==> src/rtl/fire2_expand1_ctrl.sv <==
// fire2_expand1_ctrl
// Sequencer for the fire2 expand1 (1x1) layer. For every output pixel it
// sweeps all 2**ADDR squeeze channels through the shared weight ROM and the
// input-feature buffer while strobing the MAC array. It waits MAC_LAT cycles
// for the MAC pipeline to settle, then presents the pixel downstream over a
// valid/ready handshake.
//
// Ports:
//   clk, rst        clock, asynchronous active-high reset
//   start           frame start request (only honoured in IDLE)
//   rom_addr        weight-ROM address, equal to the current channel
//   ifm_pix/ifm_ch  input-feature buffer read address (pixel, channel)
//   mac_en          MAC accumulate enable
//   mac_clr         MAC load-instead-of-accumulate on the first channel
//   out_valid       MAC results for out_pix are final
//   out_ready       downstream accepts the presented pixel
//   out_pix         pixel index being presented
//   busy            high whenever a frame is in progress
//   done            one-cycle pulse after the last pixel is accepted
module fire2_expand1_ctrl #(
  parameter int ADDR    = 4,
  parameter int PIX_W   = 12,
  parameter int NUM_PIX = 3025,
  parameter int MAC_LAT = 2
) (
  input  logic             clk,
  input  logic             rst,
  input  logic             start,
  output logic [ADDR-1:0]  rom_addr,
  output logic [PIX_W-1:0] ifm_pix,
  output logic [ADDR-1:0]  ifm_ch,
  output logic             mac_en,
  output logic             mac_clr,
  output logic             out_valid,
  input  logic             out_ready,
  output logic [PIX_W-1:0] out_pix,
  output logic             busy,
  output logic             done
);

  typedef enum logic [1:0] {
    IDLE,
    ACC,
    DRAIN,
    OUT
  } state_t;

  localparam logic [ADDR-1:0]  CH_LAST  = '1;
  localparam logic [PIX_W-1:0] PIX_LAST = PIX_W'(NUM_PIX - 1);
  localparam logic [2:0]       LAT      = 3'(MAC_LAT);

  state_t           state;
  state_t           state_nxt;
  logic [ADDR-1:0]  ch;
  logic [PIX_W-1:0] pix;
  logic [2:0]       dly;
  logic             done_q;

  logic ch_last;
  logic pix_last;
  logic handshake;

  assign ch_last   = (ch == CH_LAST);
  assign pix_last  = (pix == PIX_LAST);
  assign handshake = (state == OUT) && out_ready;

  // State register
  always_ff @(posedge clk or posedge rst) begin
    if (rst) begin
      state <= IDLE;
    end else begin
      state <= state_nxt;
    end
  end

  // Next-state logic
  always_comb begin
    state_nxt = state;
    case (state)
      IDLE: begin
        if (start) state_nxt = ACC;
      end
      ACC: begin
        if (ch_last) begin
          // With no MAC latency the results are final right after the sweep.
          state_nxt = (LAT == 3'd0) ? OUT : DRAIN;
        end
      end
      DRAIN: begin
        if (dly <= 3'd1) state_nxt = OUT;
      end
      OUT: begin
        if (out_ready) state_nxt = pix_last ? IDLE : ACC;
      end
      default: state_nxt = IDLE;
    endcase
  end

  // Channel / pixel / drain counters and the done pulse
  always_ff @(posedge clk or posedge rst) begin
    if (rst) begin
      ch     <= '0;
      pix    <= '0;
      dly    <= '0;
      done_q <= 1'b0;
    end else begin
      done_q <= handshake && pix_last;
      case (state)
        IDLE: begin
          ch  <= '0;
          pix <= '0;
          dly <= '0;
        end
        ACC: begin
          ch <= ch + 1'b1;
          if (ch_last) dly <= LAT;
        end
        DRAIN: begin
          dly <= dly - 1'b1;
        end
        OUT: begin
          if (out_ready) pix <= pix_last ? '0 : pix + 1'b1;
        end
        default: begin
          ch  <= '0;
          pix <= '0;
          dly <= '0;
        end
      endcase
    end
  end

  // Moore output decode; nothing here depends on out_ready or start.
  always_comb begin
    rom_addr  = ch;
    ifm_ch    = ch;
    ifm_pix   = pix;
    mac_en    = (state == ACC);
    mac_clr   = (state == ACC) && (ch == '0);
    out_valid = (state == OUT);
    out_pix   = (state == OUT) ? pix : '0;
    busy      = (state != IDLE);
    done      = done_q;
  end

endmodule
==> config.mk <==
export PLATFORM = sky130hd
export DESIGN_NAME = fire2_expand1_ctrl
export DESIGN_NICKNAME = d
export VERILOG_FILES = /design/src/rtl/fire2_expand1_ctrl.sv
export SDC_FILE = /design/constraint.sdc
export NUM_CORES = 1
export LEC_CHECK = 0
export CAP_MARGIN = 20
export CORE_UTILIZATION = 50
export CTS_CLUSTER_DIAMETER = 120
export DETAILED_ROUTE_END_ITERATION = 8
export PLACE_DENSITY = 0.9
export SYNTH_ARGS = -nofsm -noshare
export SYNTH_HDL_FRONTEND = slang
export SYNTH_SLANG_ARGS = --single-unit
==> constraint.sdc <==
create_clock -name clk -period 4.9 [get_ports clk]
set_input_delay 0.98 -clock clk [delete_from_list [all_inputs] [get_ports clk]]
set_output_delay 0.98 -clock clk [all_outputs]
set_load 0.03 [all_outputs]
-- Yosys cells after proc, flatten, opt, wreduce, memory -nomap -nowiden
Cells that the tools add are included.
- equal/unequal tests: 9
- $lt $le $gt $ge: 1
- add/sub/neg operators: 3
- muxes and demuxes: 13
- reduce and logical (&&, ||, !) cells: 12
- operator list (operator ; number):
    $mux 12 ; 3
    $pmux 12 s2 ; 1
    $add 12x1->12 const B ; 1
    $eq 12x12->1 const B ; 1
    $pmux 3 s3 ; 1
    $mux 2 ; 4
    $pmux 2 s4 ; 1
    $pmux 4 s2 ; 1
    $reduce_bool 2->1 ; 3
    $add 4x1->4 const B ; 1
    $eq 2x2->1 const B ; 2
    $eq 4x4->1 const B ; 1
    $logic_not 4->1 ; 1
    $ne 2x1->1 const B ; 2
    $ne 2x2->1 const B ; 2
    $reduce_and 2->1 ; 2
    $reduce_and 4->1 ; 1
    $le 3x1->1 const B ; 1
    $logic_and 1x1->1 ; 3
    $mux 3 ; 1
    $reduce_bool 3->1 ; 1
    $sub 3x1->3 const B ; 1
    $eq 2x1->1 const B ; 1
    $logic_not 2->1 ; 1
    $mux 1 ; 1
- register bits after elaboration: 22
- input bits: 4
- output and inout bits: 37
- word-level logic and storage cells: 43

-- Logic depth before layout (Yosys ltp)
- depth in word-level cells: 4
- depth in mapped cells: 7

-- Least setup slack after synthesis
OpenSTA, ideal clock, no wires.
- path type: register to output
- from: reg state[1]
- to: out mac_clr
- arrival time: 1.871 ns
- required time: 3.920 ns
- path buffers: 1
- stages on the path, launching flop included: 6
- path slack: 2.049 ns
- cell sequence: dfrtp_1 > inv_1 > ha_1 > clkbuf_1 > nand2_1 > nor3_1
- word-level cells in the longest chain between the ends: 2
- RTL lines (what ; RTL line ; RTL):
    from (decl) ; 52 ; state_t state;
    from (signal assigned) ; 72 ; state <= state_nxt;
    $eq 2x1->1 ; n/a ;
    named net mac_en ; 32 ; output logic mac_en,
    $logic_and 1x1->1 ; 139 ; mac_clr = (state == ACC) && (ch == '0);
    to (decl) ; 33 ; output logic mac_clr,
The timed path passes the listed nets, and every way through them passes these cells.

-- Worst setup path in the final report
- from: reg state[0]
- to: out out_pix[0]
- word-level cells in the longest chain between the ends: 2
- RTL lines (what ; RTL line ; RTL):
    $eq 2x2->1 ; 141 ; out_pix = (state == OUT) ? pix : '0;
    $mux 12 ; 141 ;
    to (decl) ; 36 ; output logic [PIX_W-1:0] out_pix,
Every way passes these cells.

==> flow_metrics.py <==
metrics = {
    "finish": {
        "layout.filler_cells": 186,
        "nNetsFinal": 203,
        "final_cell_mix": "clkdlybuf4s50_1 (40), dfrtp_1 (22), inv_1 (14)",
        "layout.cells.most_common": "clkdlybuf4s50_1",
        "drive_gt1_frac": 0.0486,
        "final_cell_area_sq_um": 1810,
        "diodes": 0,
        "syn_to_final_growth_pct": 30.9,
    },
    "yosys": {
        "synth_top_area_frac": 0.398,
        "synthSimpleGateAreaFrac": 0.229,
        "synth_area_sq_um": 1380,
        "ys_seq_elements": 22,
        "synth_adder_area_share": 0.109,
        "synth_cells": 148,
        "synth_nets": 164,
        "synth_area_leader_cell": "dfrtp_1",
        "synth_edf_count": 0,
        "synth_area_per_cell_sq_um": 9.34,
        "synth-compound-area-share": 0.102,
        "yosys_warnings": 0,
        "synth_area_leaders": "dfrtp_1 (40%), ha_1 (11%), xnor2_1 (5.7%), and2_1 (4.5%), inv_1 (3.8%)",
        "async_reset_ff_frac": 1.00,
        "synth_xor_area_frac": 0.0633,
        "synthDistinctLibCells": 36,
        "synth-seq-area-share": 0.398,
        "synth_mux_area_frac": 0.0308,
        "ys.flop_type": "dfrtp_1",
        "synth_top_family_by_area": "simple AND/OR/NAND/NOR gates",
    },
    "worst_setup_path": {
        "cp_slowest_cell": "clkdlybuf4s50_1",
        "crit_type": "reg2out",
        "max_stage_delay_ns": 0.68,
        "required_ns": 3.92,
        "reg2reg_slack_ns": 2.85,
        "cp_max_fo": 16,
        "start_kind": "flop",
        "r2r-start": "state[0]",
        "worst_r2r_path_depth": 6,
        "worst-path-buf-inv": 2,
        "crit_arrival_ns": 2.29,
        "crit_family": "buffers and inverters",
        "cp-end-kind": "output port",
        "rr_endpoint": "ifm_pix[8]",
        "worstPathCellList": "ha_1, inv_1, nor2_1, clkdlybuf4s50_1",
    },
    "timing": {
        "setup_ws_ns": 1.63,
        "tns_ns": 0,
        "layout_min_cycle_time_ns": 3.27,
        "fin_crit_sh": 0.667,
        "worst_pin_slew_ns": 0.841,
        "max_freq_mhz": 306,
        "drv_slew": 0,
        "relSlewSlack": 0.439,
        "rsz0062_at_grt": "false",
        "setup_viol": 0,
        "hold_viol": 0,
        "skew_ns": 0.00628,
    },
    "grt": {
        "grt_first_pass_wirelength_mm": 5.05,
        "grt_usage": 0.238,
        "overflow": 0,
        "grt_pass1_vias": 1169,
        "antenna_found_initial": 0,
        "grt_max_degree": 23,
    },
    "clock_tree": {
        "htree_levels": 1,
        "holdBufCountCts": 0,
        "cts_tree": "yes",
        "clock_tree.root_cell": "clkbuf_4",
        "clock_path_buffers": 2,
        "post_cts_buffers": 0,
        "cts_sinks": 22,
        "cts_resized": 0,
        "insertion_delay_ns": 0.31,
        "cts-buffers-inserted": 3,
        "clkTransAtPathRegs_ns": 0.12,
    },
    "power_and_ir_drop": {
        "seqPwrFrac": 0.299,
        "p_int_w": 0.000496,
        "netSwitchingPower_w": 0.000467,
        "p_per_area_nw_per_um2": 532,
        "ir_drop_v": 0.000405,
        "leakage_nw": 0.778,
        "sw_frac_of_total": 0.485,
        "combinationalPowerShare": 0.614,
        "pwr-share-clk": 0.087,
    },
    "floorplanning": {
        "ios": 41,
        "die-area_sq_um": 2980,
        "core_area_sq_um": 2540,
        "start_util": 0.543,
        "die_w_microns": 54.6,
        "rows": 18,
        "die_y_microns": 54.6,
    },
    "route": {
        "routedWlPerCell_microns": 14.7,
        "dr.pass1.iters": 4,
        "detail-route-antenna-nets": 0,
        "wirelength_mm": 3.15,
        "num_vias": 1199,
        "drc": 0,
        "viasPerCell": 5.58,
        "first_iter_violations": 39,
    },
    "placement": {
        "placed_cell_area_sq_um": 1780,
        "portBuffers": 40,
        "place_congestion": 0.857,
        "hpwl_mm": 2.34,
        "post-place-ws_ns": 1.98,
    },
    "job": {
        "drv_cap": 0,
    },
    "status": {
        "outcome": "complete, no violations",
    },
    "min_path": {
        "hold_start": "dly[2]",
        "hold_class": "reg2reg",
        "worstHoldPathCells": 1,
        "min_to": "dly[2]",
    },
}
[worst max-delay path by stage]
| stage | start | end | depth (start not counted) |
|---|---|---|---|
| 2_1_floorplan | state[1] | mac_clr | 5 |
| 3_3_place_gp | state[0] | out_pix[0] | 4 |
| 3_5_place_dp | state[0] | out_pix[0] | 4 |
| 4_1_cts | state[0] | out_pix[0] | 4 |
| 5_1_grt | state[0] | out_pix[0] | 4 |
| 6_report | state[0] | out_pix[0] | 4 |
[area by class of cell]
class,instances,area [sq um],share of cell area
Inverter,14,52.6,0.0290
Tap cell,30,37.5,0.0207
Multi-Input combinational cell,105,738,0.408
Clock buffer,3,22.5,0.0124
Sequential cell,22,551,0.304
Timing Repair Buffer,41,408,0.225
[power groups by stage]
stage / Clock (W) / Sequential (W) / Combinational [W]
after floorplan: 0 / 0.000331 / 0.000363
after detailed placement: 0 / 0.000291 / 0.000583
final: 0.0000841 / 0.000287 / 0.000591
after CTS: 0.0000850 / 0.000287 / 0.000586
after global placement: 0 / 0.000285 / 0.000558
after global routing: 0.0000897 / 0.000298 / 0.000639
[stage by stage]
stage                     cells  hold slack (ns)  utilization  power [W]
after floorplan             148            0.464            -   0.000693
after global placement      211            0.497        0.699   0.000843
after detailed placement    211            0.497        0.699   0.000873
after CTS                   214            0.525        0.708   0.000959
after global routing        215            0.554        0.711    0.00103
final                       215            0.524        0.711   0.000963
[flip-flops by register name, summed over array words and instances (netlist names)]
register  cells
ifm_ch        4
ifm_pix      12
state         2
done          1
dly           3
[Yosys cell counts, types with 2 or more instances]
master	count
clkbuf_1	3
dfrtp_1	22
o21ai_0	3
mux2i_1	2
and2_1	10
nor3_1	4
nor2_1	12
mux2_2	2
a21oi_1	2
inv_1	14
nor2b_1	2
nand4_1	3
xnor2_1	9
a22o_1	4
nor4_1	6
nand2_1	11
buf_4	4
ha_1	12
nand3_1	6
[kinds of logic (layout without fill, tap and decap cells)]
| group | after synthesis | count (layout) |
|---|---|---|
| AO/OA/AOI/OAI | 19 | 19 |
| XOR/XNOR | 10 | 10 |
| adder cells (fa/ha/maj) | 12 | 12 |
| buffers and inverters | 21 | 58 |
| flip-flops | 22 | 22 |
| multiplexers | 4 | 4 |
| AND/OR/NAND/NOR | 60 | 60 |
[worst reg2reg max path: stages (launching register included)]
cell	delay [ns]
dfrtp_1	0.45
ha_1	0.53
mux2i_1	0.18
buf_4	0.21
nor4_1	0.35
xnor2_1	0.16
nor2_1	0.06
[metal layers]
layer | GRT usage | vias to the layer above | share of wire
met5 | 0 | - | 0
met4 | 0.0940 | 0 | 0.018
met3 | 0.0278 | 7 | 0.053
met2 | 0.414 | 47 | 0.50
met1 | 0.294 | 568 | 0.43
li1 | - | 577 | -
Note: power is estimated with default switching activity, not from simulation.
==> RTL edit 1 (config.mk and constraints unchanged) <==
Change the parameter `ADDR` from 4 to 8.
--- a/src/rtl/fire2_expand1_ctrl.sv
+++ b/src/rtl/fire2_expand1_ctrl.sv
@@ -19,5 +19,5 @@
 //   done            one-cycle pulse after the last pixel is accepted
 module fire2_expand1_ctrl #(
-  parameter int ADDR    = 4,
+  parameter int ADDR    = 8,
   parameter int PIX_W   = 12,
   parameter int NUM_PIX = 3025,
Ports: changed (resized ifm_ch and rom_addr); port bits go from 41 to 49. The function was not compared with the original's and may differ.
==> RTL edit 1 against the unedited design <==
  * Clock skew up 0.0021 ns
  * Critical path depth up 1
  * Sequential cell count up 4
  * Critical path type unchanged
  * Final area up 21%
  * Setup slack worse by 0.25 ns
  * Synthesized area up 19%
  * Routed wire length up 14%
Power is left out: it rests on default switching activity, and per cell area and clock period it moved more than threefold.
==> RTL edit 1: results (changes against the unedited design) <==
| Metric | Value |
|---|---|
| First-pass GRT wire length | `5940 µm (+18%)` |
| Worst hold slack | `0.544 ns (+0.0202 ns)` |
| Worst slack, placed | `1.72 ns (-0.261 ns)` |
| Slew @ Worst Pin | `0.783 ns (-0.0580 ns)` |
| HPWL Detailed | `2590 µm (+11%)` |
| Placed inst area | `2120 µm² (+19%)` |
| DRT iter0 DRCs | `70 (+79%)` |
| Number of global-route vias before repair | `1264 (+8.1%)` |
| Synth Area in Compound Gates | `15.2% (+5.0 points)` |
| Final net count | `238 (+17%)` |
| Cells after DPL | `262 (+24%)` |
| Yosys cell types | `43 (+19%)` |
| CP max FO | `5 (-11)` |
| Crit path largest cell delay | `0.71 ns (+0.03 ns)` |
| Worst reg2reg path startpoint | `state[1]` |
| Vias/cell | `5.57 (about the same)` |
| Largest register FFs | `12 (unchanged)` |
| Fin Clk Skew | `0.00840 ns (+0.00213 ns)` |
| IO buf count | `48 (+20%)` |
| Largest net degree at the start of global routing | `27 (+17%)` |
| Syn nets | `195 (+19%)` |
| Met3 Use GR | `3.49% (+0.72 points)` |
| GPL Wtd Cong | `0.802 (-6.5%)` |
| RR Endpoint | `ifm_pix[7]` |
| Met1 Track Usage GR | `30.7% (+1.3 points)` |
| Share of post-route cells with drive strength above 1 | `6.73% (+1.9 points)` |
| CP arrival | `2.53 ns (+0.24 ns)` |
| WL final | `3580 µm (+14%)` |
| Synth Area in Adders | `7.58% (-3.3 points)` |
| Clock transition at the registers of the reported paths | `0.14 ns (+0.02 ns)` |
| GRT Overall Usage | `22.3% (-1.5 points)` |
| Main area contributors after synthesis | `dfrtp_1 (39%), ha_1 (7.6%), o21ai_0 (4.5%)` |
| Post-synthesis sequential area ratio | `39.4% (-0.43 points)` |
| Drt wl/cell | `13.4 µm (-8.6%)` |
| Met2 Resource Use GR | `36.1% (-5.2 points)` |
| Outcome | `finished, final reports clean` |
-- RTL edit 1: worst max path at each step --
stage / from / to / slack (ns) / cells after the start
2_1_floorplan: ifm_ch[0] / mac_clr / 1.61 / 4
3_3_place_gp: ifm_ch[0] / mac_clr / 1.77 / 5
3_5_place_dp: ifm_ch[0] / mac_clr / 1.72 / 5
4_1_cts: ifm_ch[0] / mac_clr / 1.34 / 5
5_1_grt: ifm_ch[0] / mac_clr / 1.21 / 5
6_report: ifm_ch[0] / mac_clr / 1.39 / 5
-- RTL edit 1: final cells by class --
| type | count | share of cell area [%] |
|---|---|---|
| multi-input combinational | 130 | 40.1 |
| sequential | 26 | 29.8 |
| timing repair buffer | 50 | 23.6 |
| tap | 44 | 2.52 |
| inverter | 13 | 2.24 |
| clock buffer | 4 | 1.66 |
-- RTL edit 1: metal layers --
metal  up-vias  share of wire [%]  wire, µm
met5         -                  0         0
met4         0               0.73        26
met1       727                 45      1630
met3         2                5.5       195
li1        705                  -         -
met2        54                 48      1730
==> RTL edit 2 (same flow settings) <==
Made on the original files. Reset style: synchronous (`rst`), changed in 2 clocked blocks. Comments in the files are not updated.
--- a/src/rtl/fire2_expand1_ctrl.sv
+++ b/src/rtl/fire2_expand1_ctrl.sv
@@ -66,5 +66,5 @@
 
   // State register
-  always_ff @(posedge clk or posedge rst) begin
+  always_ff @(posedge clk) begin
     if (rst) begin
       state <= IDLE;
@@ -98,5 +98,5 @@
 
   // Channel / pixel / drain counters and the done pulse
-  always_ff @(posedge clk or posedge rst) begin
+  always_ff @(posedge clk) begin
     if (rst) begin
       ch     <= '0;
Formal check against the unedited RTL: differs if rst is asserted again (counterexample within 4 cycles, from zero or initial values and one cycle with rst high); with rst held inactive, the same outputs for 10 cycles.
==> RTL edit 2 against the unedited design <==
  * Count of clock-buffer cells in the layout stayed put
  * Routed wire length is 5.6% lower
  * Sequential cell count stayed put
  * Setup slack better by 0.015 ns
  * Fmax is 0.48% higher
  * Highest routed layer unchanged
  * Via count is 5.6% higher
  * Critical endpoint is now out_pix[2]
  * Largest cell class unchanged
  * Final area is 1.6% higher
  * Synthesized cell count is 9.5% higher
  * Synthesized area is 3.4% higher
  * Power is 20% lower
==> RTL edit 2: results (changes against the unedited design) <==
| Metric | Value |
|---|---|
| Vias/cell | `5.58 (about the same)` |
| Crit path largest cell delay | `0.66 ns (-0.02 ns)` |
| Sequential power share | `29.5% (-0.4 points)` |
| Largest net degree at the start of global routing | `21 (-8.7%)` |
| Vias | `1266 (+5.6%)` |
| Outcome | `finished, final reports clean` |
| Syn avg cell area | `8.83 µm² (-5.5%)` |
| Metal-1 WL | `1330 µm (-2.3%)` |
| GRT Overall Usage | `20.4% (-3.3 points)` |
| CP max FO | `20 (+4)` |
| WL met3 | `84 µm (-50%)` |
| DRT iter0 DRCs | `19 (-51%)` |
| GPL Wtd Cong | `0.817 (-4.7%)` |
| VDD IR-drop max | `288 µV (-29%)` |
| WL final | `2970 µm (-5.6%)` |
| Net Sw Frac | `43.5% (-5.0 points)` |
| Clock Power Share | `18.3% (+9.6 points)` |
| Met2 wire len | `1510 µm (-3.7%)` |
| Fin Clk Skew | `0.00459 ns (-0.00169 ns)` |
| Synth Area in Compound Gates | `15.1% (+4.9 points)` |
| Synth Area in Adders | `9.62% (-1.2 points)` |
| Main area contributors after synthesis | `dfxtp_1 (31%), ha_1 (9.6%), and2_1 (4.8%)` |
| Share of post-route cells with drive strength above 1 | `12.8% (+7.9 points)` |
| Placed inst area | `1790 µm² (+0.35%)` |
| Asr flop ratio synth | `0% (-100 points)` |
| Number of global-route vias before repair | `1160 (-0.77%)` |
| Syn nets | `177 (+7.9%)` |
| Post-synth top cells | `dfxtp_1 (22), and2_1 (11), ha_1 (11)` |
| Cells after DPL | `223 (+5.7%)` |
| First-pass GRT wire length | `5060 µm (+0.28%)` |
| Post-synthesis sequential area ratio | `30.8% (-9.0 points)` |
| Worst slack, placed | `2.02 ns (+0.0320 ns)` |
| Slew HR | `52.7% (+8.8 points)` |
| Xor and xnor area share after synthesis | `4.29% (-2.0 points)` |
| HPWL Detailed | `2270 µm (-3.1%)` |
## RTL edit 2: cell count changes in the layout (fill, tap and decap cells not counted), moves of 6 or more
cell and change:
a21oi_1 +7, dfrtp_1 -22, nor2_2 +6, xnor2_1 -8, dfxtp_1 +22
## RTL edit 2: worst min-delay path, stage by stage (launching register included)
cell and delay, ns:
dfxtp_1 0.35, nand2_1 0.06, a21oi_1 0.05
## RTL edit 2: path summary, 6_finish.rpt
kind                               start         end  slack, ns  cells after the start
worst max-delay path            state[1]  out_pix[2]       1.65                      3
worst min-delay path              dly[1]      dly[1]       0.49                      2
worst max register to register  state[1]  ifm_pix[8]       2.78                      5
worst min register to register    dly[1]      dly[1]       0.49                      2
## RTL edit 2: layout make-up
type,instances,area (µm²)
flip-flops and latches,22,440
clock inverters,1,30.0
multi-input cells,120,868
repair buffers,40,400
fillers,236,896
clock buffers,3,22.5
well taps,31,38.8
inverters,10,37.5
